### config.mk
export PLATFORM = sky130hd
export DESIGN_NAME = pll_reset_seq
export DESIGN_NICKNAME = d
export VERILOG_FILES = /design/src/rtl/pll_reset_pkg.sv /design/src/rtl/sync_bit.sv /design/src/rtl/pll_reset_seq.sv
export SDC_FILE = /design/constraint.sdc
export NUM_CORES = 1
export LEC_CHECK = 0
export CORE_ASPECT_RATIO = 2
export CORE_MARGIN = 2
export CORE_UTILIZATION = 45
export DETAILED_ROUTE_END_ITERATION = 8
export PLACE_DENSITY = 0.7
export SYNTH_ARGS = -nofsm -noshare
export SYNTH_HDL_FRONTEND = slang
export SYNTH_SLANG_ARGS = --single-unit
### constraint.sdc
create_clock -name clk_i -period 1.89 [get_ports clk_i]
set_input_delay 0.189 -clock clk_i [delete_from_list [all_inputs] [get_ports clk_i]]
set_output_delay 0.189 -clock clk_i [all_outputs]
set_load 0.05 [all_outputs]
### src/rtl/pll_reset_pkg.sv
// Shared constants for the PLL reset sequencer.
//   - FSM state encodings (exposed on the debug STATE output, so values are fixed)
//   - Default qualification/stagger delays derived from the 40 MHz system clock
package pll_reset_pkg;

  typedef logic [1:0] state_t;

  localparam state_t ST_WAIT_LOCK = 2'd0;
  localparam state_t ST_STABILIZE = 2'd1;
  localparam state_t ST_STAGGER   = 2'd2;
  localparam state_t ST_RUN       = 2'd3;

  localparam int unsigned SYS_CLK_HZ = 40_000_000;

  // Whole-microsecond delay expressed in system clock cycles.
  function automatic int unsigned us_to_cycles(input int unsigned us);
    return us * (SYS_CLK_HZ / 1_000_000);
  endfunction

  // 100 us of continuous lock before the core leaves reset.
  localparam int unsigned LOCK_DELAY_DEFAULT = us_to_cycles(100);
  // 400 ns between core and peripheral release.
  localparam int unsigned STAGGER_DEFAULT    = 16;

endpackage

### src/rtl/sync_bit.sv
// Multi-flop synchroniser for a single asynchronous status bit.
// Ports:
//   clk_i   - destination clock
//   reset_i - synchronous active-high reset, clears the chain to 0
//   d_i     - asynchronous input bit
//   q_o     - synchronised output (last stage of the chain)
module sync_bit #(
  parameter int unsigned STAGES = 2
) (
  input  logic clk_i,
  input  logic reset_i,
  input  logic d_i,
  output logic q_o
);

  (* ASYNC_REG = "TRUE" *) logic [STAGES-1:0] sync_q;

  always_ff @(posedge clk_i) begin
    if (reset_i) begin
      sync_q <= '0;
    end else begin
      sync_q <= {sync_q[STAGES-2:0], d_i};
    end
  end

  assign q_o = sync_q[STAGES-1];

endmodule

### src/rtl/pll_reset_seq.sv
// PLL-lock-qualified reset sequencer for the 40 MHz system clock domain.
// Waits for the synchronised PLL lock to stay high for LOCK_DELAY cycles, releases
// the core reset, then releases the peripheral reset STAGGER cycles later. Any lock
// loss returns to WAIT_LOCK with both resets asserted; losses after the core has been
// released are counted (saturating) for the debug path.
// Ports:
//   clk_i           - 40 MHz system clock
//   reset_i         - synchronous active-high reset
//   locked_i        - PLL lock status, asynchronous to clk_i
//   rst_core_o      - active-high core reset, registered
//   rst_periph_o    - active-high peripheral reset, registered
//   ready_o         - high when both resets are released
//   lock_loss_cnt_o - saturating count of lock losses after core release
//   state_o         - FSM state for debug
module pll_reset_seq
  import pll_reset_pkg::*;
#(
  parameter int unsigned SYNC_STAGES = 2,
  parameter int unsigned LOCK_DELAY  = LOCK_DELAY_DEFAULT,
  parameter int unsigned STAGGER     = STAGGER_DEFAULT,
  parameter int unsigned CNT_W       = 16,
  parameter int unsigned LOSS_W      = 4
) (
  input  logic              clk_i,
  input  logic              reset_i,
  input  logic              locked_i,
  output logic              rst_core_o,
  output logic              rst_periph_o,
  output logic              ready_o,
  output logic [LOSS_W-1:0] lock_loss_cnt_o,
  output logic [1:0]        state_o
);

  localparam logic [CNT_W-1:0] LockLast    = CNT_W'(LOCK_DELAY - 1);
  localparam logic [CNT_W-1:0] StaggerLast = CNT_W'(STAGGER - 1);

  logic locked_s;

  state_t            state_q, state_d;
  logic [CNT_W-1:0]  cnt_q, cnt_d;
  logic              rst_core_q, rst_core_d;
  logic              rst_periph_q, rst_periph_d;
  logic [LOSS_W-1:0] loss_q, loss_d;

  sync_bit #(
    .STAGES (SYNC_STAGES)
  ) u_sync_locked (
    .clk_i   (clk_i),
    .reset_i (reset_i),
    .d_i     (locked_i),
    .q_o     (locked_s)
  );

  always_comb begin
    state_d      = state_q;
    cnt_d        = cnt_q;
    rst_core_d   = rst_core_q;
    rst_periph_d = rst_periph_q;
    loss_d       = loss_q;

    case (state_q)
      ST_WAIT_LOCK: begin
        rst_core_d   = 1'b1;
        rst_periph_d = 1'b1;
        cnt_d        = '0;
        if (locked_s) begin
          state_d = ST_STABILIZE;
        end
      end

      // Losing lock here is not counted: the core never left reset.
      ST_STABILIZE: begin
        if (!locked_s) begin
          state_d = ST_WAIT_LOCK;
          cnt_d   = '0;
        end else if (cnt_q == LockLast) begin
          state_d    = ST_STAGGER;
          cnt_d      = '0;
          rst_core_d = 1'b0;
        end else begin
          cnt_d = cnt_q + CNT_W'(1);
        end
      end

      ST_STAGGER, ST_RUN: begin
        if (!locked_s) begin
          state_d      = ST_WAIT_LOCK;
          cnt_d        = '0;
          rst_core_d   = 1'b1;
          rst_periph_d = 1'b1;
          if (loss_q != {LOSS_W{1'b1}}) begin
            loss_d = loss_q + LOSS_W'(1);
          end
        end else if (state_q == ST_STAGGER) begin
          if (cnt_q == StaggerLast) begin
            state_d      = ST_RUN;
            cnt_d        = '0;
            rst_periph_d = 1'b0;
          end else begin
            cnt_d = cnt_q + CNT_W'(1);
          end
        end
      end

      default: begin
        state_d      = ST_WAIT_LOCK;
        cnt_d        = '0;
        rst_core_d   = 1'b1;
        rst_periph_d = 1'b1;
      end
    endcase
  end

  always_ff @(posedge clk_i) begin
    if (reset_i) begin
      state_q      <= ST_WAIT_LOCK;
      cnt_q        <= '0;
      rst_core_q   <= 1'b1;
      rst_periph_q <= 1'b1;
      loss_q       <= '0;
    end else begin
      state_q      <= state_d;
      cnt_q        <= cnt_d;
      rst_core_q   <= rst_core_d;
      rst_periph_q <= rst_periph_d;
      loss_q       <= loss_d;
    end
  end

  assign rst_core_o      = rst_core_q;
  assign rst_periph_o    = rst_periph_q;
  // Derived from the register so the two can never disagree.
  assign ready_o         = ~rst_periph_q;
  assign lock_loss_cnt_o = loss_q;
  assign state_o         = state_q;

endmodule

-- Word-level counts from Yosys, hierarchy flattened
Cells that the tools add are included.
- word-level logic and storage cells: 51
- bits of input ports: 3
- register bits after elaboration: 26
- equality and inequality tests: 13
- muxes and demuxes: 21
- bitwise operators: 2
- reductions and logical operators: 7
- add/subtract/negate cells: 2
- operators with widths (cell ; number):
    two-way mux 16 bit ; 5
    one-hot mux 16 bit (3 select lines) ; 1
    adder 16 x 1 -> 16 bit (second input constant) ; 1
    equality test 16 x 12 -> 1 bit (second input constant) ; 1
    equality test 16 x 4 -> 1 bit (second input constant) ; 1
    two-way mux 2 bit ; 6
    != test 3 bit (second input constant) ; 3
    AND reduction 3 bit ; 3
    two-way mux 1 bit ; 6
    one-hot mux 2 bit (3 select lines) ; 1
    adder 4 x 1 -> 4 bit (second input constant) ; 1
    equality test 2 bit (second input constant) ; 2
    != test 2 x 1 -> 1 bit (second input constant) ; 2
    != test 2 bit (second input constant) ; 2
    != test 4 bit (second input constant) ; 1
    AND reduction 4 bit ; 1
    one-hot mux 1 bit (3 select lines) ; 1
    equality test 2 x 1 -> 1 bit (second input constant) ; 1
    logical NOT 2 bit ; 1
    NOT 1 bit ; 2
    one-hot mux 1 bit (2 select lines) ; 1
    nonzero test 2 bit ; 1
    OR reduction 2 bit ; 1

-- Depth between registers and ports, before layout
- word-level depth: 5
- gate-level depth with buffers: 6
- gate-level depth less buffers: 5

-- Cells and area by module
From an unflattened synthesis, not the netlist that was laid out.
- cell total of the unflattened synthesis: 161
- area total of the unflattened synthesis: 1325.0 um^2
- by module, submodules not included (module ; instances ; seq. area each (um^2) ; area an instance (um^2) ; cells each):
    pll_reset_seq ; 1 ; 480.5 ; 1272.5 ; 157
    sync_bit ; 1 ; 40.0 ; 52.6 ; 4

-- Worst setup path before layout
Ideal clock, no wire load.
- path type: reg2reg
- start point: register state_q[0] (netlist: state_o[0])
- end point: register cnt_q[15]
- clock period less this slack: 1.935 ns
- data arrival time: 1.860 ns
- path slack: -0.045 ns
- required time: 1.815 ns
- cell stages (with the launch flop): 6
- path through: dfxtp_1 > buf_6 > and3_4 > or4_4 > or3b_1 > a22oi_2
- cells in the longest elaborated chain, start to end: 3
- elaborated cells between the ends (all ways): 7
- RTL lines (element ; RTL line ; source):
    start, declared ; pll_reset_seq.sv:39 ; state_t state_q, state_d;
    start signal, assigned ; pll_reset_seq.sv:122 ; state_q <= state_d;
    equality test 2 bit (on tied branches) ; pll_reset_seq.sv:61, pll_reset_seq.sv:94 ;
    OR reduction 2 bit ; pll_reset_seq.sv:61 ; case (state_q)
    one-hot mux 16 bit (3 select lines) or != test 3 bit (tied branches) ; - ;
    end signal, assigned ; pll_reset_seq.sv:123 ; cnt_q <= cnt_d;
    end, declared ; pll_reset_seq.sv:40 ; logic [CNT_W-1:0] cnt_q, cnt_d;
Parallel ways exist; a longest one is shown, timed or not.
A chain may end at the register's enable or synchronous reset.

-- Final worst setup path
- start point: register cnt_q[5]
- end point: register cnt_q[15]
- cells in the longest elaborated chain, start to end: 5
- elaborated cells between the ends (all ways): 9
- RTL lines (element ; RTL line ; source):
    adder 16 x 1 -> 16 bit or equality test 16 x 4 -> 1 bit (tied branches) ; pll_reset_seq.sv:81, pll_reset_seq.sv:100, pll_reset_seq.sv:95 ;
    two-way mux 16 bit ; pll_reset_seq.sv:95 ; if (cnt_q == StaggerLast) begin
    two-way mux 16 bit ; pll_reset_seq.sv:94 ; end else if (state_q == ST_STAGGER) begin
    two-way mux 16 bit ; pll_reset_seq.sv:86 ; if (!locked_s) begin
    one-hot mux 16 bit (3 select lines) (*) ; pll_reset_seq.sv:61 ;
Every way passes the cells marked *; elsewhere a longest branch is shown, timed or not. The select of a mux whose other input is x is not followed.

==> PnR_summary.wiki <==
{| class="wikitable"
! Metric !! Value
|-
| Final core utilization || 0.584
|-
| Final Net Count || 188
|-
| Post-Route Hold Slack || 453 ps
|-
| Arrival time of the worst setup path || 2040 ps
|-
| GR Util All Layers || 0.223
|-
| Most frequently used flop master after synthesis || dfxtp_1
|-
| Die outline area || 0.00346 mm2
|-
| Startpoint kind of the worst setup timing path || register
|-
| Total clock sinks || 26
|-
| Skew-Pair Late Insertion Delay || 280 ps
|-
| Count leader, synth || dfxtp_1
|-
| Setup violations, final || 0
|-
| DR DRC count || 0
|-
| CP max FO || 6
|-
| Total grt overflow || 0
|-
| Vias/cell || 6.20
|-
| Min-delay worst type || reg2reg
|-
| Final hold violations || 0
|-
| Number of max-slew violations in the final report || 0
|-
| Worst Path Required || 2100 ps
|-
| Count of warnings emitted by yosys || 0
|-
| Highest clock rate || 547 MHz
|-
| Number of antenna violations at the first check in global routing || 0
|-
| Hold bufs inserted after CTS || 0
|-
| Growth of design area from synthesis to finish || 26.8%
|-
| Gpl congestion || 0.891
|-
| Average footprint of a synthesized cell || 8.59 um2
|-
| Average wire per standard cell || 17.9 um
|-
| Least-Margin Pin Slew || 510 ps
|-
| Sw Ratio || 0.209
|-
| Cell-internal power || 749 uW
|-
| Post-synth net total || 161
|-
| CTS H-tree depth || 1
|-
| Power share of the sequential group || 0.583
|-
| Count of input and output buffers || 11
|-
| Number of enable flip-flop cells after synthesis || 0
|-
| Cell area after technology mapping || 0.00134 mm2
|-
| Outcome || completed
|-
| Effective utilization at floorplan || 0.461
|-
| Clock Skews || 5.69 ps
|-
| Area of the core || 0.00291 mm2
|-
| Reported net switching power || 198 uW
|-
| Largest buffer count on any clock path || 2
|-
| Worst slack, placed || 20.8 ps
|-
| Top cells by count, synth || dfxtp_1, a21oi_1, nor2_1
|-
| Max_cap viols || 0
|-
| Clk slew on worst S/H paths || 90 ps
|-
| Minimum clock period after layout || 1830 ps
|-
| Vert. Die Dim || 81.2 um
|-
| Clock share of power || 0.390
|-
| Flops & latches, synth || 26
|-
| Part of the Yosys area used for sequential elements || 0.388
|-
| Worst vdd ir || 0.469 mV
|-
| Count of vias placed by the detailed router || 1314
|-
| Path type of the worst setup path || reg2reg
|-
| Library cell used as clock root buffer || clkbuf_8
|-
| Global-route wire length before repair || 5750 um
|-
| Count of TritonRoute iterations in the first routing pass || 4
|-
| Vias in the first global route || 1303
|-
| CTS tree || built
|-
| Pwr/cell area || 557 mW/mm2
|-
| Total CTS buffers || 3
|-
| Setup crit end kind || register
|-
| Top cells by area in the synthesized netlist || dfxtp_1, a21oi_1, xnor2_1
|-
| Maximum number of pins on one net before global-route repair || 16
|-
| Leakage power of the design || 0.555 nW
|-
| Horizontal die dimension || 42.6 um
|-
| Synth Instances || 156
|-
| Antenna viol nets, final || 0
|-
| # rows || 28
|-
| Combinational group share of total power || 0.027
|-
| Fin area || 0.00170 mm2
|-
| Final period utilization || 0.968
|-
| Share of post-route cells with drive strength above 1 || 0.198
|-
| Min setup slack post-route || 61.1 ps
|-
| Sum of net half-perimeters after detailed placement || 2840 um
|-
| Power after layout || 947 uW
|-
| Synth unique cells || 45
|-
| Starting DRC count in detailed routing || 46
|-
| Wire length reported by the detailed router || 3790 um
|-
| Placed cell areas || 0.00155 mm2
|-
| Fraction of synthesized cell area taken by the top area cell type || 0.388
|-
| ANT cells || 0
|-
| Most area-hungry cell type in the Yosys netlist || dfxtp_1
|-
| Max_slew headroom || 0.659
|-
| Share of flip-flops with an asynchronous set or reset || 0
|-
| Count of boundary I/O pins || 12
|}
[flip-flops by register name, summed over array words and instances (netlist names)]
register and count:
rst_periph_o 1, rst_core_o 1, lock_loss_cnt_o 4, cnt_q 16
state_o 2, u_sync_locked.sync_q 2
[stage by stage]
| step | TNS [ps] | cells |
|---|---|---|
| after floorplan | 0 | 156 |
| after global placement | 0 | 204 |
| after detailed placement | 0 | 204 |
| after CTS | 0 | 208 |
| after global routing | -330 | 212 |
| final | 0 | 212 |
[power groups by stage]
stage / clock network, mW / logic (mW) / registers (mW)
floorplan: 0 / 0.0109 / 0.567
global placement: 0 / 0.0248 / 0.565
detailed placement: 0 / 0.0255 / 0.565
CTS: 0.368 / 0.0255 / 0.552
global route: 0.381 / 0.0280 / 0.552
finish: 0.369 / 0.0259 / 0.552
[metal layers]
layer / up-vias / wire length [um] / global-route usage
li1: 631 / - / -
met1: 615 / 1310 / 0.190
met2: 50 / 2140 / 0.435
met3: 18 / 121 / 0.0200
met4: 0 / 225 / 0.191
met5: - / 0 / 0
[worst max-delay path, cell delays in order (launching register included)]
cell and delay [ps]:
dfxtp_1 520, nand3_1 200, or4_4 540, or3b_1 380, a22oi_2 140
[path summary, 6_finish.rpt]
check | start | end | slack [ps] | depth (start not counted)
worst min register to register | u_sync_locked.sync_q[0] | u_sync_locked.sync_q[1] | 450 | 1
worst max register to register | cnt_q[5] | cnt_q[15] | 60 | 4
worst max-delay path | cnt_q[5] | cnt_q[15] | 60 | 4
worst min-delay path | u_sync_locked.sync_q[0] | u_sync_locked.sync_q[1] | 450 | 1
[final cells by class]
cell class | instances | area [um2]
inverter | 8 | 30.0
timing repair buffer | 28 | 235
sequential | 26 | 524
clock buffer | 4 | 55.1
fill | 265 | 1210
tap | 30 | 37.5
multi-input combinational | 116 | 817
[repair_timing]
action | in CTS | in global routing
pin swaps | 0 | 4
gates resized for setup | 1 | 9
buffers inserted | 0 | 4
endpoints found under the setup margin | 1 | 18
[cells by family after synthesis]
| group | after synthesis | share of synthesized area |
|---|---|---|
| adder cells (fa/ha/maj) | 2 | 0.0187 |
| buffers and inverters | 14 | 0.0457 |
| XOR/XNOR | 9 | 0.0588 |
| multiplexers | 1 | 0.00747 |
| AND/OR/NAND/NOR | 68 | 0.300 |
| flip-flops | 26 | 0.388 |
| AO/OA/AOI/OAI | 36 | 0.181 |
[cells in the final DEF, fill, tap and decap left out, types with 3 or more instances in the layout]
master	count
dfxtp_1	23
buf_4	18
a21oi_1	12
nor2_1	11
nand2_1	10
clkdlybuf4s50_1	10
inv_1	8
nand3_1	7
nand4_1	6
xnor2_1	5
nand2b_1	4
nor4_1	4
o21ai_0	4
xor2_1	4
clkbuf_8	4
nor3_1	3
nand3b_1	3
a22oi_1	3
a211oi_1	3
dfxtp_2	3
Power figures use the tool's default switching activity.
